===== config.mk =====
export PLATFORM = sky130hd
export DESIGN_NAME = truth_table_capture
export DESIGN_NICKNAME = d
export VERILOG_FILES = /design/src/rtl/truth_table_capture.sv
export SDC_FILE = /design/constraint.sdc
export NUM_CORES = 1
export LEC_CHECK = 0
export CAP_MARGIN = 15
export CORE_AREA = 2 2 82 84
export CTS_CLUSTER_DIAMETER = 80
export CTS_CLUSTER_SIZE = 10
export DETAILED_ROUTE_END_ITERATION = 6
export DIE_AREA = 0 0 84 86
export PLACE_DENSITY = 0.85
export SLEW_MARGIN = 0
export SYNTH_ARGS = -nofsm -noshare
export SYNTH_HDL_FRONTEND = slang
export SYNTH_SLANG_ARGS = --single-unit

===== constraint.sdc =====
create_clock -name clk_i -period 6.8 [get_ports clk_i]
set_clock_uncertainty 0.2 [all_clocks]
set_input_delay 1.02 -clock clk_i [delete_from_list [all_inputs] [get_ports clk_i]]
set_output_delay 1.02 -clock clk_i [all_outputs]
set_load 0.1 [all_outputs]

===== src/rtl/truth_table_capture.sv =====
// rtl/truth_table_capture.sv - captures a swept DUT truth table, tracks coverage, counts errors.
// Optional MISR signature over accepted samples: define TT_CAPTURE_SIGNATURE_EN.
module truth_table_capture #(
    parameter int               W      = 4,
    parameter logic [2**W-1:0]  EXPECT = 16'h8000,
    parameter int               ERR_W  = 8
) (
    input  logic               clk_i,
    input  logic               rst_i,
    input  logic               start_i,
    input  logic               smp_valid_i,
    input  logic [W-1:0]       smp_a_i,
    input  logic               smp_y_i,
    input  logic               rd_en_i,
    input  logic [W-1:0]       rd_addr_i,
    output logic               rd_data_o,
    output logic               rd_valid_o,
    output logic [2**W-1:0]    table_q_o,
    output logic [2**W-1:0]    covered_o,
    output logic               busy_o,
    output logic               done_o,
    output logic               mismatch_o,
    output logic [ERR_W-1:0]   err_cnt_o,
    output logic [15:0]        sig_o
);
    localparam int N = 2**W;

    typedef enum logic [1:0] {
        ST_IDLE,
        ST_CAPTURE,
        ST_DONE
    } state_t;

    state_t             state_q, state_d;
    logic [N-1:0]       table_q, table_d;
    logic [N-1:0]       cov_q, cov_d;
    logic [ERR_W-1:0]   err_q, err_d;
    logic               busy_q, busy_d;
    logic               done_q, done_d;
    logic               rd_data_q, rd_valid_q;
    logic               accept;
    logic               err_inc;

    // start always wins: a sample presented in the same cycle is dropped
    assign accept = smp_valid_i && (state_q == ST_CAPTURE) && !start_i;

    always_comb begin
        state_d = state_q;
        table_d = table_q;
        cov_d   = cov_q;
        err_d   = err_q;
        err_inc = 1'b0;
        if (start_i) begin
            state_d = ST_CAPTURE;
            table_d = '0;
            cov_d   = '0;
            err_d   = '0;
        end else begin
            if (state_q == ST_CAPTURE && (&cov_q)) begin
                state_d = ST_DONE;
            end
            if (accept) begin
                if (!cov_q[smp_a_i]) begin
                    table_d[smp_a_i] = smp_y_i;
                    cov_d[smp_a_i]   = 1'b1;
                    err_inc          = (smp_y_i != EXPECT[smp_a_i]);
                end else begin
                    // repeat hit: first capture wins, disagreement flags a non-deterministic DUT
                    err_inc = (smp_y_i != table_q[smp_a_i]);
                end
            end
            if (err_inc && (err_q != {ERR_W{1'b1}})) begin
                err_d = err_q + 1'b1;
            end
        end
        busy_d = (state_d == ST_CAPTURE);
        done_d = (state_d == ST_DONE);
    end

    always_ff @(posedge clk_i or posedge rst_i) begin
        if (rst_i) begin
            state_q    <= ST_IDLE;
            table_q    <= '0;
            cov_q      <= '0;
            err_q      <= '0;
            busy_q     <= 1'b0;
            done_q     <= 1'b0;
            rd_data_q  <= 1'b0;
            rd_valid_q <= 1'b0;
        end else begin
            state_q    <= state_d;
            table_q    <= table_d;
            cov_q      <= cov_d;
            err_q      <= err_d;
            busy_q     <= busy_d;
            done_q     <= done_d;
            rd_valid_q <= rd_en_i;
            if (rd_en_i) begin
                rd_data_q <= table_q[rd_addr_i];
            end
        end
    end

`ifdef TT_CAPTURE_SIGNATURE_EN
    logic [15:0] sig_q, sig_d;
    logic        fb;

    always_comb begin
        fb    = sig_q[15] ^ smp_y_i;
        sig_d = sig_q;
        if (start_i) begin
            sig_d = 16'hFFFF;
        end else if (accept) begin
            sig_d = {sig_q[14:0], 1'b0} ^ (fb ? 16'h1021 : 16'h0000);
        end
    end

    always_ff @(posedge clk_i or posedge rst_i) begin
        if (rst_i) begin
            sig_q <= 16'hFFFF;
        end else begin
            sig_q <= sig_d;
        end
    end

    assign sig_o = sig_q;
`else
    assign sig_o = 16'h0000;
`endif

    assign rd_data_o  = rd_data_q;
    assign rd_valid_o = rd_valid_q;
    assign table_q_o  = table_q;
    assign covered_o  = cov_q;
    assign busy_o     = busy_q;
    assign done_o     = done_q;
    assign err_cnt_o  = err_q;
    assign mismatch_o = (err_q != '0);

endmodule


* Word level (Yosys, flattened, before mapping)
Memories as Yosys holds them, arrays and structs flattened.
Index checks and enable logic that the tools add are counted.
Widths: inputs -> output; s select.
** Operators by class
- Equality and inequality tests :: 7
- Reduce and logical (&&, ||, !) cells :: 11
- $lt $le $gt $ge :: 3
- Mux-type cells :: 23
- Add/subtract/negate cells :: 1
- Bitwise operators :: 1
** Operators by type and width (number)
- $mux 16 :: 6
- $bwmux 16 :: 1
- $mux 8 :: 2
- $or 16x16->16 :: 1
- $reduce_and 16->1 :: 1
- $bmux 1 s4 :: 3
- $lt 4x5->1 const B :: 2
- $add 8x1->8 const B :: 1
- $mux 1 :: 8
- $ne 8x8->1 const B :: 1
- $reduce_bool 8->1 :: 1
- $logic_and 1x1->1 :: 5
- $demux 1 s4 :: 1
- $eq 2x1->1 const B :: 2
- $ge 4x1->1 const B :: 1
- $mux 2 :: 2
- $reduce_bool 2->1 :: 2
- $eq 2x2->1 const B :: 1
- $ne 1x1->1 :: 2
- $ne 2x2->1 const B :: 1
- $reduce_and 2->1 :: 1
- $logic_not 1->1 :: 1
** Word-level totals
- Memory bits (read-only) :: 16
- Word-level logic and storage cells :: 55
- Output and inout bits :: 61
- Register bits after elaboration :: 46
- Input bits :: 14
- Memories kept :: 1
** Memories
- (no name shown) :: depth 16, width 1, rd ports 1, clocked after memory_dff 0, wr ports 0, line 66 : err_inc = (smp_y_i != EXPECT[smp_a_i]);

* Longest topological paths before layout
Gate-level depths: netlist (run 1).
- Depth after elaboration :: 9
- Mapped depth :: 9
- Gate-level depth less buffers :: 6

* Worst setup path after synthesis (run 1)
OpenSTA, ideal clock, no wires.
- Path type :: flip-flop to output port
- Start point :: reg err_q[0], in the netlist err_cnt_o[0]
- End point :: out mismatch_o
- Arrival :: 2199 ps
- Required time :: 5580 ps
- Stages on the path, launching flop included :: 5
- Path slack :: 3381 ps
- Buffers on the path :: 0
- Cell sequence :: dfrtp_1 > inv_1 > ha_1 > nor4b_1 > nand2_1
** On the way
- Longest elaborated chain between the ends :: 1
** RTL lines
- start, declared :: line 37 : logic [ERR_W-1:0] err_q, err_d;
- start signal, assigned :: line 94 : err_q <= err_d;
- $reduce_bool 8->1 :: line 138 : assign mismatch_o = (err_q != '0);
- end, declared :: line 22 : output logic mismatch_o,
No other way between the ends.

* Final worst setup path (run 1)
- Start point :: in smp_a_i[0]
- End point :: reg err_q[0], in the netlist err_cnt_o[0]
** On the way
- Longest elaborated chain between the ends :: 8
- Elaborated cells on any way between the ends :: 13
- Those cells by class :: eq/ne (2); mux (8); reduce/logical (2); memory (1)
** RTL lines
- start, declared :: line 12 : input logic [W-1:0] smp_a_i,
- $mem_v2 16x1 or $bmux 1 s4 (tied branches)
- $mux 1 (on tied branches) :: line 66, 69
- $ne 1x1->1 (on tied branches) :: line 66, 69
- $mux 1 (*) :: line 63 : if (!cov_q[smp_a_i]) begin
- $mux 1 (*) :: line 62 : if (accept) begin
- $mux 1 (*) :: line 53 : if (start_i) begin
- $logic_and 1x1->1 (*) :: line 72 : if (err_inc && (err_q != {ERR_W{1'b1}})) begin
- $reduce_bool 2->1 (no line) (*)
Mark *: on every way between the ends. The rest lies on a longest branch, timed or not. The select of a mux whose other input is x is not followed.
A chain may end at the register's enable or synchronous reset.

==> results.json, run 1 <==
{
  "fin_util_pct": 54.7,
  "fmax_mhz": 249,
  "antenna_found_initial": 0,
  "pre_cts_slack_ps": 2470,
  "multiInputGateArea_um2": 1430,
  "drc": 0,
  "grt_pass1_wl_um": 11100,
  "outcome": "complete, no violations",
  "clockBufferDepth": 2,
  "synth-seq-cells": 46,
  "worst_slew_pin_slew_ps": 1090,
  "hold_end": "state_q[0]",
  "avgSynthCellArea_um2": 10.1,
  "path_max_fanout": 15,
  "r2r-end": "err_cnt_o[6]",
  "first_global_vias": 2231,
  "power_mw": 0.633,
  "rr_worst_depth": 6,
  "critPathArrivalTime_ps": 4000,
  "yosys_warnings": 0,
  "cts_hold_buf": 0,
  "fp.dieW_um": 84,
  "cts_root_buf": "clkbuf_8",
  "start_util_pct": 44.1,
  "worstSetupPathType": "in -> reg",
  "fin_tns_setup_ps": 0,
  "power.density_nw_per_um2": 184,
  "async_flop_share_pct": 100,
  "finalWeightedCongestion": 0.859,
  "finalSetupViolations": 0,
  "yosysSeqAreaShare_pct": 41.6,
  "period_needed_ps": 4010,
  "path_clk_slew_ps": 80,
  "rows": 29,
  "critPathCaptureType": "flop",
  "drive_above_1_share_pct": 8.31,
  "port_buffers": 58,
  "drt_iter0_markers": 236,
  "synth_top_flop_cell": "dfrtp_1",
  "cts_tree": "done",
  "total_leakage_power_nw": 1.46,
  "ys_types": 37,
  "hold_path.class": "reg -> reg",
  "design.die.area_um2": 7220,
  "postSynthCellCount": 275,
  "finalHoldViolCount": 0,
  "routed_wl_um": 6600,
  "hold_path_depth": 1,
  "r2r_start": "err_cnt_o[2]",
  "hold_path.startpoint": "state_q[0]",
  "required_ps": 6790,
  "seq_area_um2": 1150,
  "areaGrowthSynthToFinish_pct": 24.0,
  "synth_largest_area_cell": "dfrtp_1",
  "finalMaxSlewViolations": 0,
  "synth_top_area_share_pct": 41.6,
  "core_area_um2": 6280,
  "ctsResizeCount": 0,
  "fin_nets": 341,
  "n_antenna_cell": 0,
  "slew_headroom_pct": 27.2,
  "synth.cell_area_um2": 2770,
  "nFillCells": 557,
  "ios": 75,
  "grt-ovfl-total": 0,
  "grt_max_degree": 54,
  "synthTopCellsByCount": "dfrtp_1, a21oi_1, nand2_1",
  "hold_ws_ps": 296,
  "ir_drop_uv": 96.5,
  "grt_use_total_pct": 19.1,
  "clock_sinks": 46,
  "synth_edf_count": 0,
  "rsz0062_at_grt": "no",
  "h-tree-depth": 2,
  "vias": 2280,
  "cp-start-kind": "input port",
  "crit_start": "smp_a_i[0]",
  "r2r_slack_ps": 3910,
  "synth_top_cells_by_area": "dfrtp_1, mux4_2, mux2i_1, a21oi_1, buf_4",
  "vias_per_cell": 5.67,
  "synth_most_common_cell": "dfrtp_1",
  "hpwl_um": 4750,
  "die_y_um": 86,
  "cts_inserted_buffers": 5,
  "cap_viol_max_count": 0,
  "finalCritPeriodShare_pct": 59.0,
  "wl_per_cell_um": 16.4,
  "ant_nets": 0,
  "fin_ws_ps": 2790,
  "first_pass_iters": 4,
  "post_cts_buffers": 0,
  "insertion_delay_ps": 300
}
[critical path, stage by stage]
cell             delay (ps)
clkdlybuf4s50_1         910
mux4_2                  600
a22oi_2                 280
nand2_2                 100
a32oi_4                 410
mux2i_1                 330
mux2_1                  350
[worst max path at each step]
stage | end | slack, ps
6_report | err_cnt_o[0] | 2790
4_1_cts | err_cnt_o[0] | 2780
2_1_floorplan | mismatch_o | 3380
3_3_place_gp | err_cnt_o[0] | 2530
3_5_place_dp | err_cnt_o[0] | 2470
5_1_grt | err_cnt_o[0] | 2650
[per-stage QoR]
| stage | area, µm² | instances |
|---|---|---|
| detailed placement | 3320 | 395 |
| finish | 3430 | 402 |
| floorplan | 2830 | 290 |
| global placement | 3320 | 395 |
| global route | 3430 | 402 |
| CTS | 3430 | 402 |
[flip-flops by register name, summed over array words and instances, names as in the netlist]
register / count
done_o: 1
err_cnt_o: 8
table_q_o: 16
state_q: 2
rd_data_o: 1
rd_valid_o: 1
busy_o: 1
covered_o: 16
[kinds of logic after synthesis]
family / after synthesis / share of synthesized area, %
AND/OR/NAND/NOR: 107 / 20.4
other: 1 / 0.135
multiplexers: 34 / 18.8
flip-flops: 46 / 41.6
buffers and inverters: 46 / 8.99
adder cells (fa/ha/maj): 2 / 0.904
AO/OA/AOI/OAI: 39 / 9.17
[power by group]
part	switching (mW)	total [mW]	internal (mW)
combinational	0.112	0.142	0.0302
clock	0.0902	0.208	0.118
sequential	0.00480	0.282	0.278
[cells in the final DEF, fill, tap and decap left out, types with 7 or more instances in the layout]
master           instances
a21oi_1                 24
clkdlybuf4s50_1         58
conb_1                  16
dfrtp_1                 46
inv_1                   13
mux2_1                   7
mux2i_1                 13
mux4_2                  11
nand2_1                 20
nand2b_1                 9
nand3_1                 17
nand4_1                  8
nor2_1                  18
nor2b_1                 12
[layer usage]
layer	up-vias	track usage, %	wire length, µm
li1	1038	-	-
met1	1117	25.0	2760
met3	10	3.75	494
met5	-	0	0
met2	115	32.5	3240
met4	0	5.72	99
[layout make-up]
| class | instances | share of cell area (%) |
|---|---|---|
| inverter | 14 | 1.53 |
| clock buffer | 6 | 2.41 |
| tap | 77 | 2.81 |
| timing repair buffer | 60 | 17.3 |
| clock inverter | 1 | 0.875 |
| sequential | 46 | 33.5 |
| multi-input combinational | 198 | 41.5 |
Note: power is estimated with default switching activity, not from simulation.
==> run 2, diff against run 1 <==
--- a/config.mk
+++ b/config.mk
@@ -6,12 +6,12 @@
 export NUM_CORES = 1
 export LEC_CHECK = 0
 export CAP_MARGIN = 15
-export CORE_AREA = 2 2 82 84
+export CORE_AREA = 2 2 83 85
 export CTS_CLUSTER_DIAMETER = 80
 export CTS_CLUSTER_SIZE = 10
 export DETAILED_ROUTE_END_ITERATION = 6
-export DIE_AREA = 0 0 84 86
-export PLACE_DENSITY = 0.85
+export DIE_AREA = 0 0 85 87
+export PLACE_DENSITY = 0.86
 export SLEW_MARGIN = 0
 export SYNTH_ARGS = -nofsm -noshare
 export SYNTH_HDL_FRONTEND = slang
==> constraint.sdc (replaced) <==
create_clock -name clk_i -period 3.38 [get_ports clk_i]
set_clock_uncertainty 0.2 [all_clocks]
set_input_delay 0.507 -clock clk_i [delete_from_list [all_inputs] [get_ports clk_i]]
set_output_delay 0.507 -clock clk_i [all_outputs]
set_load 0.1 [all_outputs]
==> run 2 against run 1 <==
Against the previous run:
- clock-buffer cell count decreased by 1
- highest routed layer unchanged
- critical path depth increased by 2
- flip-flop and latch count unchanged
- worst hold slack improved by 7.3 ps
==> results.json, run 2 (synthesized netlist as in run 1, its figures left out) <==
{
  "final_common_cell": "buf_4",
  "cts_root_buf": "clkbuf_8",
  "r2r_start": "covered_o[11]",
  "cp-start-kind": "input port",
  "start_util_pct": 42.2,
  "worst_slew_pin_slew_ps": 957,
  "r2r_slack_ps": 790,
  "cts_tree": "done",
  "finalSetupViolations": 0,
  "place_area_um2": 3320,
  "core_area_um2": 6570,
  "cap_viol_max_count": 0,
  "slew_headroom_pct": 36.0,
  "rsz0062_at_grt": "no",
  "finalCritPeriodShare_pct": 91.1,
  "insertion_delay_ps": 310,
  "power_mw": 1.28,
  "clock_sinks": 46,
  "r2r-end": "err_cnt_o[6]",
  "first_global_vias": 2257,
  "worstSetupPathType": "in -> reg",
  "clockBufferDepth": 2,
  "ant_nets": 0,
  "grt_max_degree": 54,
  "nFillCells": 587,
  "hpwl_um": 5050,
  "h-tree-depth": 2,
  "post_cts_buffers": 0,
  "period_needed_ps": 3080,
  "critPathArrivalTime_ps": 3070,
  "rows": 30,
  "finalWeightedCongestion": 0.854,
  "finalHoldViolCount": 0,
  "cts_inserted_buffers": 5,
  "vias_per_cell": 5.52,
  "cts_hold_buf": 0,
  "port_buffers": 58,
  "outcome": "complete, no violations",
  "wl_per_cell_um": 16.0,
  "fin_nets": 354,
  "grt-ovfl-total": 0,
  "power.density_nw_per_um2": 371,
  "crit_start": "smp_a_i[0]",
  "hold_path.class": "reg -> reg",
  "drc": 0,
  "design.die.area_um2": 7400,
  "routed_wl_um": 6700,
  "fmax_mhz": 325,
  "grt_pass1_wl_um": 10900,
  "grt_use_total_pct": 18.9,
  "fin_area_um2": 3440,
  "first_pass_iters": 4,
  "path_clk_slew_ps": 90,
  "rr_worst_depth": 7,
  "ctsResizeCount": 0,
  "antenna_found_initial": 0,
  "total_leakage_power_nw": 1.60,
  "drive_above_1_share_pct": 25.1,
  "areaGrowthSynthToFinish_pct": 24.2,
  "path_max_fanout": 15,
  "final_cell_mix": "buf_4, dfrtp_1, a21oi_1",
  "vias": 2314,
  "required_ps": 3370,
  "critPathCapture": "err_cnt_o[6]",
  "die_y_um": 87,
  "fp.dieW_um": 85,
  "ios": 75,
  "critPathCaptureType": "flop",
  "ir_drop_uv": 341,
  "drt_iter0_markers": 102,
  "finalMaxSlewViolations": 0,
  "n_antenna_cell": 0
}
-- run 2: changes by cell type in the layout (fill, tap and decap cells not counted), sizes merged --
| cell | delta |
|---|---|
| clkdlybuf4s50 | -44 |
| buf | +57 |
| clkinvlp | +2 |
| clkbuf | -1 |
-- run 2: area by class of cell --
cell class | instances | area [µm²] | share of cell area, %
Tap cell | 80 | 100 | 2.91
Clock buffer | 5 | 68.8 | 2.00
Multi-Input combinational cell | 198 | 1430 | 41.4
Timing Repair Buffer | 73 | 596 | 17.3
Sequential cell | 46 | 1150 | 33.5
Inverter | 14 | 52.6 | 1.53
Clock inverter | 3 | 45.0 | 1.31
-- run 2: how the worst min path moves through the flow --
stage	startpoint	end	slack (ps)	cells past startpoint
after floorplan	state_q[0]	state_q[0]	260	1
after global placement	state_q[0]	state_q[0]	270	1
after detailed placement	state_q[0]	state_q[0]	280	1
after CTS	state_q[0]	state_q[0]	300	1
after global routing	rd_data_o	rd_data_o	340	1
final	state_q[0]	state_q[0]	300	1
-- run 2: layer usage --
metal | vias to the layer above | wire length (µm) | part of all wire (%) | GRT usage (%)
met2 | 95 | 3490 | 52 | 33.4
met5 | - | 0 | 0 | 0
met1 | 1149 | 2680 | 40 | 21.7
li1 | 1063 | - | - | -
met4 | 0 | 84 | 1.3 | 7.36
met3 | 7 | 443 | 6.6 | 5.50
-- run 2: metrics by stage --
| step | setup WS (ps) | hold WS [ps] | instances | setup TNS (ps) | util, % |
|---|---|---|---|---|---|
| after floorplan | 409 | 255 | 290 | 0 | - |
| after global placement | 64.1 | 267 | 411 | 0 | 50.6 |
| after detailed placement | -23.2 | 282 | 411 | -36.1 | 50.6 |
| after CTS | 294 | 304 | 419 | 0 | 52.3 |
| after global routing | 230 | 338 | 419 | 0 | 52.3 |
| final | 300 | 303 | 419 | 0 | 52.3 |
-- run 2: critical path, stage by stage --
cell and delay [ps]:
clkdlybuf4s50_1 510, buf_12 160, mux4_2 510, a22oi_2 270
nand2_2 100, a32oi_4 260, buf_4 200, mux2i_1 220
mux2_1 330
-- run 2: power by group --
| group | switching [mW] | total, mW | internal, mW |
|---|---|---|---|
| registers | 0.00991 | 0.568 | 0.559 |
| clock network | 0.192 | 0.412 | 0.220 |
| logic | 0.229 | 0.295 | 0.0665 |
| total | 0.431 | 1.28 | 0.845 |
==> run 3, diff against run 2 <==
--- a/config.mk
+++ b/config.mk
@@ -7,7 +7,7 @@
 export LEC_CHECK = 0
 export CAP_MARGIN = 15
 export CORE_AREA = 2 2 83 85
-export CTS_CLUSTER_DIAMETER = 80
+export CTS_CLUSTER_DIAMETER = 150
 export CTS_CLUSTER_SIZE = 10
 export DETAILED_ROUTE_END_ITERATION = 6
 export DIE_AREA = 0 0 85 87
==> results of run 3 <==
The final DEF is identical to that of run 2; final timing and power are the same.
